### src/rtl/dbg_pkg.sv
// Shared definitions for the debug command engine: command bytes, FSM states,
// CRC constants and the CRC-8 step function.
package dbg_pkg;

  localparam logic [7:0] CmdSetCount = 8'h82;
  localparam logic [7:0] CmdSetAddr  = 8'h83;
  localparam logic [7:0] CmdRead     = 8'h84;
  localparam logic [7:0] CmdWrite    = 8'h85;
  localparam logic [7:0] CmdAlive    = 8'h86;
  localparam logic [7:0] CmdCoreRst  = 8'h87;
  localparam logic [7:0] CmdCoreNorm = 8'h88;

  localparam logic [7:0] CRC_INIT = 8'h00;
  localparam logic [7:0] ALIVE_HI = 8'h00;

  typedef enum logic [2:0] {
    StIdle,
    StArg,
    StBusWr,
    StBusRd,
    StTxWord,
    StTxAck
  } state_e;

  // CRC-8, MSB first, no reflection: fold one byte into the running value.
  function automatic logic [7:0] crc8_update(logic [7:0] crc, logic [7:0] data,
                                             logic [7:0] poly);
    logic [7:0] c;
    c = crc ^ data;
    for (int i = 0; i < 8; i++) begin
      c = c[7] ? ((c << 1) ^ poly) : (c << 1);
    end
    return c;
  endfunction

endpackage

### src/rtl/dbg_crc8.sv
// Combinational CRC-8 next-value: crc_o = crc_i with data_i folded in.
module dbg_crc8
  import dbg_pkg::*;
#(
  parameter logic [7:0] Poly = 8'h07
) (
  input  logic [7:0] crc_i,
  input  logic [7:0] data_i,
  output logic [7:0] crc_o
);

  assign crc_o = crc8_update(crc_i, data_i, Poly);

endmodule

### src/rtl/dbg_cmd_engine.sv
// Debug command engine: parses debugger bytes from the UART, issues 32-bit bus
// reads/writes, returns response bytes and drives the core hold-in-reset line.
// Build option: define DBG_CRC_EN to append a CRC-8 acknowledge byte to
// SET_COUNT / SET_ADDR / WRITE / READ; without it those commands stay silent
// (READ still returns its data bytes).
module dbg_cmd_engine
  import dbg_pkg::*;
#(
  parameter int unsigned ADDR_W     = 32,
  parameter logic [7:0]  ALIVE_BYTE = 8'hAE,
  parameter logic [7:0]  CRC_POLY   = 8'h07
) (
  input  logic              clk,
  input  logic              rst,
  input  logic              rx_valid,
  input  logic [7:0]        rx_data,
  output logic              tx_valid,
  output logic [7:0]        tx_data,
  input  logic              tx_ready,
  output logic              bus_req,
  output logic              bus_wen,
  output logic [ADDR_W-1:0] bus_addr,
  output logic [31:0]       bus_wdata,
  input  logic [31:0]       bus_rdata,
  input  logic              bus_done,
  output logic              core_rst_o,
  output logic              rx_overrun
);

  state_e              state_q, state_d;
  logic [7:0]          cmd_q, cmd_d;
  logic [1:0]          idx_q, idx_d;
  logic [31:0]         asm_q, asm_d, asm_next;
  logic [7:0]          count_q, count_d;
  logic [7:0]          words_q, words_d;
  logic [ADDR_W-1:0]   addr_q, addr_d;
  logic [31:0]         word_q, word_d;
  logic [1:0]          tx_rem_q, tx_rem_d;
  logic                tx_valid_q, tx_valid_d;
  logic [7:0]          tx_data_q, tx_data_d;
  logic                core_rst_q, core_rst_d;
  logic                overrun_q, overrun_d;

`ifdef DBG_CRC_EN
  localparam bit CrcEn = 1'b1;
  logic [7:0] crc_q, crc_d, crc_in, crc_next;

  dbg_crc8 #(
    .Poly(CRC_POLY)
  ) u_crc (
    .crc_i (crc_q),
    .data_i(crc_in),
    .crc_o (crc_next)
  );

  // CRC covers received argument bytes, or transmitted bytes while in TX_WORD.
  always_comb begin
    crc_in = (state_q == StTxWord) ? tx_data_q : rx_data;
    crc_d  = crc_q;
    if (state_q == StIdle && rx_valid) begin
      crc_d = CRC_INIT;
    end else if (state_q == StArg && rx_valid) begin
      crc_d = crc_next;
    end else if (state_q == StTxWord && tx_ready) begin
      crc_d = crc_next;
    end
  end

  // CRC register.
  always_ff @(posedge clk) begin
    if (rst) crc_q <= CRC_INIT;
    else     crc_q <= crc_d;
  end
`else
  localparam bit CrcEn = 1'b0;
  logic [7:0] crc_q, crc_next;
  assign crc_q    = CRC_INIT;
  assign crc_next = CRC_INIT;
`endif

  // Byte assembly: argument bytes arrive MSB first.
  assign asm_next = {asm_q[23:0], rx_data};

  // Next-state and datapath updates for the command FSM.
  always_comb begin
    state_d    = state_q;
    cmd_d      = cmd_q;
    idx_d      = idx_q;
    asm_d      = asm_q;
    count_d    = count_q;
    words_d    = words_q;
    addr_d     = addr_q;
    word_d     = word_q;
    tx_rem_d   = tx_rem_q;
    tx_valid_d = tx_valid_q;
    tx_data_d  = tx_data_q;
    core_rst_d = core_rst_q;
    overrun_d  = overrun_q;

    unique case (state_q)
      StIdle: begin
        if (rx_valid) begin
          cmd_d = rx_data;
          idx_d = 2'd0;
          case (rx_data)
            CmdSetCount, CmdSetAddr: state_d = StArg;
            CmdRead: begin
              if (count_q == 8'd0) begin
                if (CrcEn) begin
                  state_d    = StTxAck;
                  tx_valid_d = 1'b1;
                  tx_data_d  = CRC_INIT;
                end
              end else begin
                words_d = count_q;
                state_d = StBusRd;
              end
            end
            CmdWrite: begin
              if (count_q == 8'd0) begin
                if (CrcEn) begin
                  state_d    = StTxAck;
                  tx_valid_d = 1'b1;
                  tx_data_d  = CRC_INIT;
                end
              end else begin
                words_d = count_q;
                state_d = StArg;
              end
            end
            CmdAlive: begin
              state_d    = StTxWord;
              tx_valid_d = 1'b1;
              tx_data_d  = ALIVE_HI;
              word_d     = {ALIVE_HI, ALIVE_BYTE, 16'h0000};
              tx_rem_d   = 2'd1;
            end
            CmdCoreRst:  core_rst_d = 1'b1;
            CmdCoreNorm: core_rst_d = 1'b0;
            default: ;
          endcase
        end
      end

      StArg: begin
        // Every byte here is data, even with bit7 set.
        if (rx_valid) begin
          asm_d = asm_next;
          idx_d = idx_q + 2'd1;
          if (cmd_q == CmdSetCount) begin
            count_d = rx_data;
            if (CrcEn) begin
              state_d    = StTxAck;
              tx_valid_d = 1'b1;
              tx_data_d  = crc_next;
            end else begin
              state_d = StIdle;
            end
          end else if (idx_q == 2'd3) begin
            if (cmd_q == CmdSetAddr) begin
              addr_d      = ADDR_W'(asm_next);
              addr_d[1:0] = 2'b00;
              if (CrcEn) begin
                state_d    = StTxAck;
                tx_valid_d = 1'b1;
                tx_data_d  = crc_next;
              end else begin
                state_d = StIdle;
              end
            end else begin
              state_d = StBusWr;
            end
          end
        end
      end

      StBusWr: begin
        if (rx_valid) overrun_d = 1'b1;
        if (bus_done) begin
          addr_d  = addr_q + ADDR_W'(4);
          words_d = words_q - 8'd1;
          if (words_q == 8'd1) begin
            if (CrcEn) begin
              state_d    = StTxAck;
              tx_valid_d = 1'b1;
              tx_data_d  = crc_q;
            end else begin
              state_d = StIdle;
            end
          end else begin
            state_d = StArg;
          end
        end
      end

      StBusRd: begin
        if (rx_valid) overrun_d = 1'b1;
        if (bus_done) begin
          addr_d     = addr_q + ADDR_W'(4);
          words_d    = words_q - 8'd1;
          word_d     = bus_rdata;
          tx_valid_d = 1'b1;
          tx_data_d  = bus_rdata[31:24];
          tx_rem_d   = 2'd3;
          state_d    = StTxWord;
        end
      end

      StTxWord: begin
        if (rx_valid) overrun_d = 1'b1;
        if (tx_ready) begin
          if (tx_rem_q != 2'd0) begin
            word_d    = word_q << 8;
            tx_data_d = word_q[23:16];
            tx_rem_d  = tx_rem_q - 2'd1;
          end else if (cmd_q == CmdAlive) begin
            tx_valid_d = 1'b0;
            state_d    = StIdle;
          end else if (words_q != 8'd0) begin
            tx_valid_d = 1'b0;
            state_d    = StBusRd;
          end else if (CrcEn) begin
            tx_data_d = crc_next;
            state_d   = StTxAck;
          end else begin
            tx_valid_d = 1'b0;
            state_d    = StIdle;
          end
        end
      end

      StTxAck: begin
        if (rx_valid) overrun_d = 1'b1;
        if (tx_ready) begin
          tx_valid_d = 1'b0;
          state_d    = StIdle;
        end
      end

      default: state_d = StIdle;
    endcase
  end

  // State and datapath registers.
  always_ff @(posedge clk) begin
    if (rst) begin
      state_q    <= StIdle;
      cmd_q      <= 8'h00;
      idx_q      <= 2'd0;
      asm_q      <= 32'h0;
      count_q    <= 8'd1;
      words_q    <= 8'd0;
      addr_q     <= '0;
      word_q     <= 32'h0;
      tx_rem_q   <= 2'd0;
      tx_valid_q <= 1'b0;
      tx_data_q  <= 8'h00;
      core_rst_q <= 1'b0;
      overrun_q  <= 1'b0;
    end else begin
      state_q    <= state_d;
      cmd_q      <= cmd_d;
      idx_q      <= idx_d;
      asm_q      <= asm_d;
      count_q    <= count_d;
      words_q    <= words_d;
      addr_q     <= addr_d;
      word_q     <= word_d;
      tx_rem_q   <= tx_rem_d;
      tx_valid_q <= tx_valid_d;
      tx_data_q  <= tx_data_d;
      core_rst_q <= core_rst_d;
      overrun_q  <= overrun_d;
    end
  end

  // addr_q and asm_q only move outside the bus states, so they are stable while bus_req.
  assign bus_req    = (state_q == StBusWr) || (state_q == StBusRd);
  assign bus_wen    = (state_q == StBusWr);
  assign bus_addr   = addr_q;
  assign bus_wdata  = asm_q;
  assign tx_valid   = tx_valid_q;
  assign tx_data    = tx_data_q;
  assign core_rst_o = core_rst_q;
  assign rx_overrun = overrun_q;

endmodule

### config.mk
export PLATFORM = sky130hd
export DESIGN_NAME = dbg_cmd_engine
export DESIGN_NICKNAME = d
export VERILOG_FILES = /design/src/rtl/dbg_pkg.sv /design/src/rtl/dbg_crc8.sv /design/src/rtl/dbg_cmd_engine.sv
export SDC_FILE = /design/constraint.sdc
export NUM_CORES = 1
export LEC_CHECK = 0
export ABC_AREA = 0
export ABC_CLOCK_PERIOD_IN_PS = 2500
export CORE_AREA = 5 5 141 143
export CTS_CLUSTER_DIAMETER = 200
export DETAILED_ROUTE_END_ITERATION = 8
export DIE_AREA = 0 0 146 148
export PLACE_DENSITY = 0.55
export SYNTH_ARGS = -nofsm -noshare
export SYNTH_HDL_FRONTEND = slang
export SYNTH_HIERARCHICAL = 1
export SYNTH_SLANG_ARGS = --single-unit
### constraint.sdc
create_clock -name clk -period 2.5 [get_ports clk]
set_clock_uncertainty 0.15 [all_clocks]
set_input_delay 0.5 -clock clk [delete_from_list [all_inputs] [get_ports clk]]
set_output_delay 0.5 -clock clk [all_outputs]
set_load 0.005 [all_outputs]
Yosys cells after proc, flatten, opt, wreduce, memory -nomap -nowiden
Cells that the tools add are included.
Word-level totals
  register bits: 130
  word-level logic and storage cells: 136
  output and inout port bits: 77
Cells by class
  muxes and demuxes: 57
  reductions and logical operators: 26
  add/subtract/negate cells: 4
  eq/ne operators: 36
Operator list (count)
  two-way mux 32 bit: 5
  two-way mux 24 bit: 5
  == test 8 bit, second input constant: 10
  two-way mux 8 bit: 9
  case mux 24 bit (3 select lines): 1
  case mux 32 bit (2 select lines): 1
  two-way mux 3 bit: 11
  adder 32 x 3 -> 32 bit, second input constant: 1
  inequality test 2 bit, second input constant: 12
  case mux 8 bit (3 select lines): 1
  two-way mux 2 bit: 10
  case mux 3 bit (6 select lines): 1
  case mux 8 bit (2 select lines): 1
  case mux 3 bit (4 select lines): 1
  AND reduction 6 bit: 2
  AND reduction 11 bit: 1
  nonzero test 2 bit: 5
  inequality test 3 bit, second input constant: 3
  AND reduction 3 bit: 3
  == test 8 x 1 -> 1 bit, second input constant: 1
  zero test 8 bit: 1
  nonzero test 8 bit: 1
  subtractor 8 x 1 -> 8 bit, second input constant: 1
  two-way mux 1 bit: 7
  other kinds (21): 29

Logic depth before layout (Yosys ltp)
Gate-level depths: netlist (run 1).
  depth in word-level cells: 6
  gate-level depth with buffers: 9

Least setup slack after synthesis (run 1)
Ideal clock, no wire load.
  kind: input to register
  start point: input rx_data[4]
  end point: register tx_rem_q[0]
  slack: 0.157 ns
  arrival: 2.055 ns
  path buffers: 2
  setup time: 0.138 ns
  stages: 7
  cell sequence: or4b_4 > o21a_1 > buf_6 > nor3_4 > buf_6 > and3_1 > nor3_2
On the way
  longest elaborated chain between the ends: 3
RTL lines
  start: declaration: RTL line dbg_cmd_engine.sv:16  | input logic [7:0] rx_data,
  == test 8 bit: RTL line dbg_cmd_engine.sv:105  | case (rx_data)
  inequality test 2 x 1 -> 1 bit (no line)
  AND reduction 6 bit (no line)
  end signal: assignment: RTL line dbg_cmd_engine.sv:269  | tx_rem_q <= tx_rem_d;
  end: declaration: RTL line dbg_cmd_engine.sv:38  | logic [1:0] tx_rem_q, tx_rem_d;
Every way passes these cells.
A chain may end at the register's enable or synchronous reset.

Worst setup path after layout (run 1)
  start point: input rx_data[4]
  end point: register word_q[3]
On the way
  longest elaborated chain between the ends: 3
RTL lines
  == test 8 bit: RTL line dbg_cmd_engine.sv:105
  inequality test 2 x 1 -> 1 bit (no line)
  AND reduction 6 bit (no line)
  end signal: assignment: RTL line dbg_cmd_engine.sv:268  | word_q <= word_d;
  end: declaration: RTL line dbg_cmd_engine.sv:37  | logic [31:0] word_q, word_d;
Every way passes these cells.

==> summary.md, run 1 <==
| Metric | Value |
|---|---|
| Final GP Congestion | `0.826` |
| Critical path capture point type | `flip-flop` |
| WP buf/inv | `3` |
| Pwr Density | `532 mW/mm^2` |
| Maxcap violations | `0` |
| Insertion delay to the later sink of the worst-skew pair | `approximately 0.42 ns` |
| H-tree levels | `4` |
| Slew Limit Fails | `0` |
| Register bit total from synthesis | `128` |
| Total setup buffers inserted after CTS | `0` |
| Hold Vio Cnt, Final | `0` |
| Most frequent cells in the layout | `nand2_1 (137), dfxtp_1 (127), clkdlybuf4s50_1 (118)` |
| Vias in the first global route | `~6,200` |
| Yosys top cell by area | `dfxtp_1` |
| Most common cell after layout, fill and taps aside | `nand2_1` |
| Reg clk slew, reported paths | `0.06 ns` |
| Tcrit/Tclk final | `0.961` |
| Global Route Usage Sum | `0.196` |
| Power share of the combinational group | `0.058` |
| Pre-antenna DRT Iters | `5` |
| GRT Residual Overflow | `0` |
| Power, Total | `between 4 and 5 mW` |
| Worst Path Arrival | `between 2 and 3 ns` |
| Top cells by area, synth | `dfxtp_1 (40%), nand2_1 (7.9%), a21oi_1 (6.4%)` |
| Peak supply drop | `roughly 0.52 mV` |
| Ys flop type | `dfxtp_1` |
| Largest net degree at the start of global routing | `55` |
| Post-synthesis sequential area ratio | `0.396` |
| CP max stage cell | `or4b_4` |
| Gate Count Post-Synth | `about 800` |
| Max Root-Sink Buffers | `2` |
| Share of post-route cells with drive strength above 1 | `0.168` |
| Status | `finished, final reports clean` |
| Wire per inst | `about 18 um` |
| Final core utilization | `0.488` |
| P_int | `approximately 3.7 mW` |
| Sequential cell area | `roughly 0.0026 sq mm` |
| Synth top area share | `0.396` |
| Worst path required time | `2.71 ns` |
| CTS tree | `built` |
| Crit path kind | `in2reg` |
| Via count | `about 6,600` |
| Crit-path cells | `clkdlybuf4s50_1 > or4b_4 > o21a_4 > nor3_4 > buf_4 > buf_12 > a31oi_1 > nor2_1` |
| Final ANT Viol Nets | `0` |
| Crit path max-delay family | `simple AND/OR/NAND/NOR gates` |
| Final hold slack | `slightly above 0.3 ns` |
| Synth unique cells | `76` |
| Syn avg cell area | `8.07 sq um` |
| Syn Std Cell Area | `0.00647 sq mm` |
| Initial Utilization | `0.351` |
| CP max stage delay | `slightly above 0.6 ns` |
| Synthesis warning total | `6` |
| Crit start category | `input port` |
| Multi-input logic area | `approximately 0.0036 sq mm` |
| Clock sink count | `128` |
| Die width | `~150 um` |
| CP Max Fanout | `15` |
| Part of the power in registers | `0.432` |
| First-pass GRT wire length | `about 34 mm` |
| Number of flops mapped to enable cells by yosys | `0` |
| Sw Pwr | `1.07 mW` |
| Total Wirelength | `21.6 mm` |
| Clock share of power | `0.509` |
| Ys async rst share | `0` |
| Initial antenna violation count | `0` |
| Post-DP HPWL | `15.4 mm` |
| Fin crit period | `2.40 ns` |
| Num ports | `between 100 and 150` |
| RSZ-0062 raised after global routing | `true` |
| Die ar. | `approximately 0.022 sq mm` |
| Vias per inst | `about 5.4` |
| DRC viols | `0` |
| Root Driver | `clkbuf_16` |
| CTS buffer count | `17` |
| Initial drt markers | `around 440` |
| Area Growth Syn to Fin | `39.2%` |
| Peak Freq | `approximately 0.42 GHz` |
| Nets | `1,012` |
| Die height | `around 150 um` |
| Worst-margin pin slew | `around 0.88 ns` |
| Port Buf Inserts | `119` |
| # setup viols final | `0` |
| Core box area | `roughly 0.018 sq mm` |
| Diode count | `0` |
| Fill cells | `about 1,800` |
| Switching share of power | `0.224` |
| Slew margin rel. | `0.411` |
| Core Rows | `50` |
| Hold Path Class | `reg2reg` |
| Leak pwr | `around 3.0 nW` |
state kept, by name, summed over array words and instances (netlist names):
signal and cells:
bus_wdata 32, bus_addr 30, word_q 24, cmd_q 8, count_q 8, tx_data 8
words_q 8, state_q 3, idx_q 2, tx_rem_q 2, core_rst_o 1, rx_overrun 1
tx_valid 1
power by group through the flow:
stage	combinational (mW)	clock, mW	sequential, mW
after floorplan	0.119	0	2.11
after global placement	0.276	0	2.11
after detailed placement	0.277	0	2.11
after CTS	0.278	2.48	2.07
after global routing	0.300	2.58	2.07
final	0.279	2.44	2.07
through the flow:
step / setup slack (ns) / cells / TNS [ns] / instance area [sq um]
2_1_floorplan: 0.157 / 803 / 0 / 6470
3_3_place_gp: -0.315 / 1177 / -11.45 / 8410
3_5_place_dp: -0.343 / 1177 / -12.61 / 8410
4_1_cts: -0.0473 / 1209 / -0.0916 / 8990
5_1_grt: -0.0142 / 1209 / -0.0219 / 9010
6_report: 0.0978 / 1209 / 0 / 9010
layer usage:
metal | vias up | track usage | routed length [um]
li1 | 3265 | - | -
met2 | 182 | 0.310 | 9880
met1 | 3110 | 0.278 | 10400
met4 | 0 | 0.0466 | 205
met3 | 16 | 0.0374 | 1060
met5 | - | 0 | 0
cell families after synthesis:
| kind of cell | synth area share |
|---|---|
| and+or+nand+nor | 0.249 |
| AOI/OAI and AO/OA | 0.286 |
| DFF | 0.396 |
| buffers and inverters | 0.0547 |
| adders and majority gates | 0.00967 |
| muxes | 0.00309 |
| other | 0.000579 |
| xor gates and xnor gates | 0.00135 |
synthesized netlist by cell type, drive strengths merged, types with 4 or more instances:
cell type	count
and2	8
o32ai	6
or4	4
nand3b	4
a31oi	15
a211oi	30
nor4	12
nor3b	5
o21bai	4
inv	11
nand2	137
or2	5
buf	21
a311oi	4
nand4	13
dfxtp	128
o211ai	4
nor2b	8
nor2	77
ha	5
nand3	12
clkbuf	45
o22ai	11
o31ai	5
a21oi	84
nand2b	10
o21ai	15
o21a	4
and3	4
a22oi	23
or3	6
a22o	5
o31a	9
nor3	17
final cells by class:
class | instances | share of cell area
clock buffer | 23 | 0.0520
timing repair buffer | 206 | 0.217
inverter | 11 | 0.00486
tap | 234 | 0.0325
multi-input combinational | 598 | 0.397
clock inverter | 9 | 0.0121
sequential | 128 | 0.285
worst paths after layout:
path	startpoint	to	slack, ns	depth (start not counted)
worst max-delay path	rx_data[4]	word_q[3]$_SDFFE_PP0P_	0.1	8
worst min-delay path	cmd_q[5]$_SDFFE_PP0P_	cmd_q[5]$_SDFFE_PP0P_	0.30	2
worst max register to register	words_q[0]$_SDFFE_PP0P_	state_q[0]$_SDFFE_PP0P_	0.13	8
worst min register to register	cmd_q[5]$_SDFFE_PP0P_	cmd_q[5]$_SDFFE_PP0P_	0.30	2
what timing repair did:
| item | CTS | global route |
|---|---|---|
| gates resized for setup | 1 | 4 |
| hold endpoints to repair | 0 | 0 |
| setup endpoints to repair | 2 | 11 |
| hold buffers | 0 | 0 |
worst register-to-register path: cells and delay by family, from the launching register on:
kind | cells | cell delay (ns)
AOI/OAI and AO/OA | 3 | 0.58
adders and majority gates | 1 | 0.17
buffers and inverters | 2 | 0.25
DFF | 1 | 0.31
and+or+nand+nor | 2 | 0.82
(Power assumes the default switching activity.)
==> inputs of run 2 (changes only) <==
HOLD_SLACK_MARGIN = 0.12   (was default)
==> results of run 2 <==
Same layout as run 1: the final DEF is identical, and so are final timing and power.
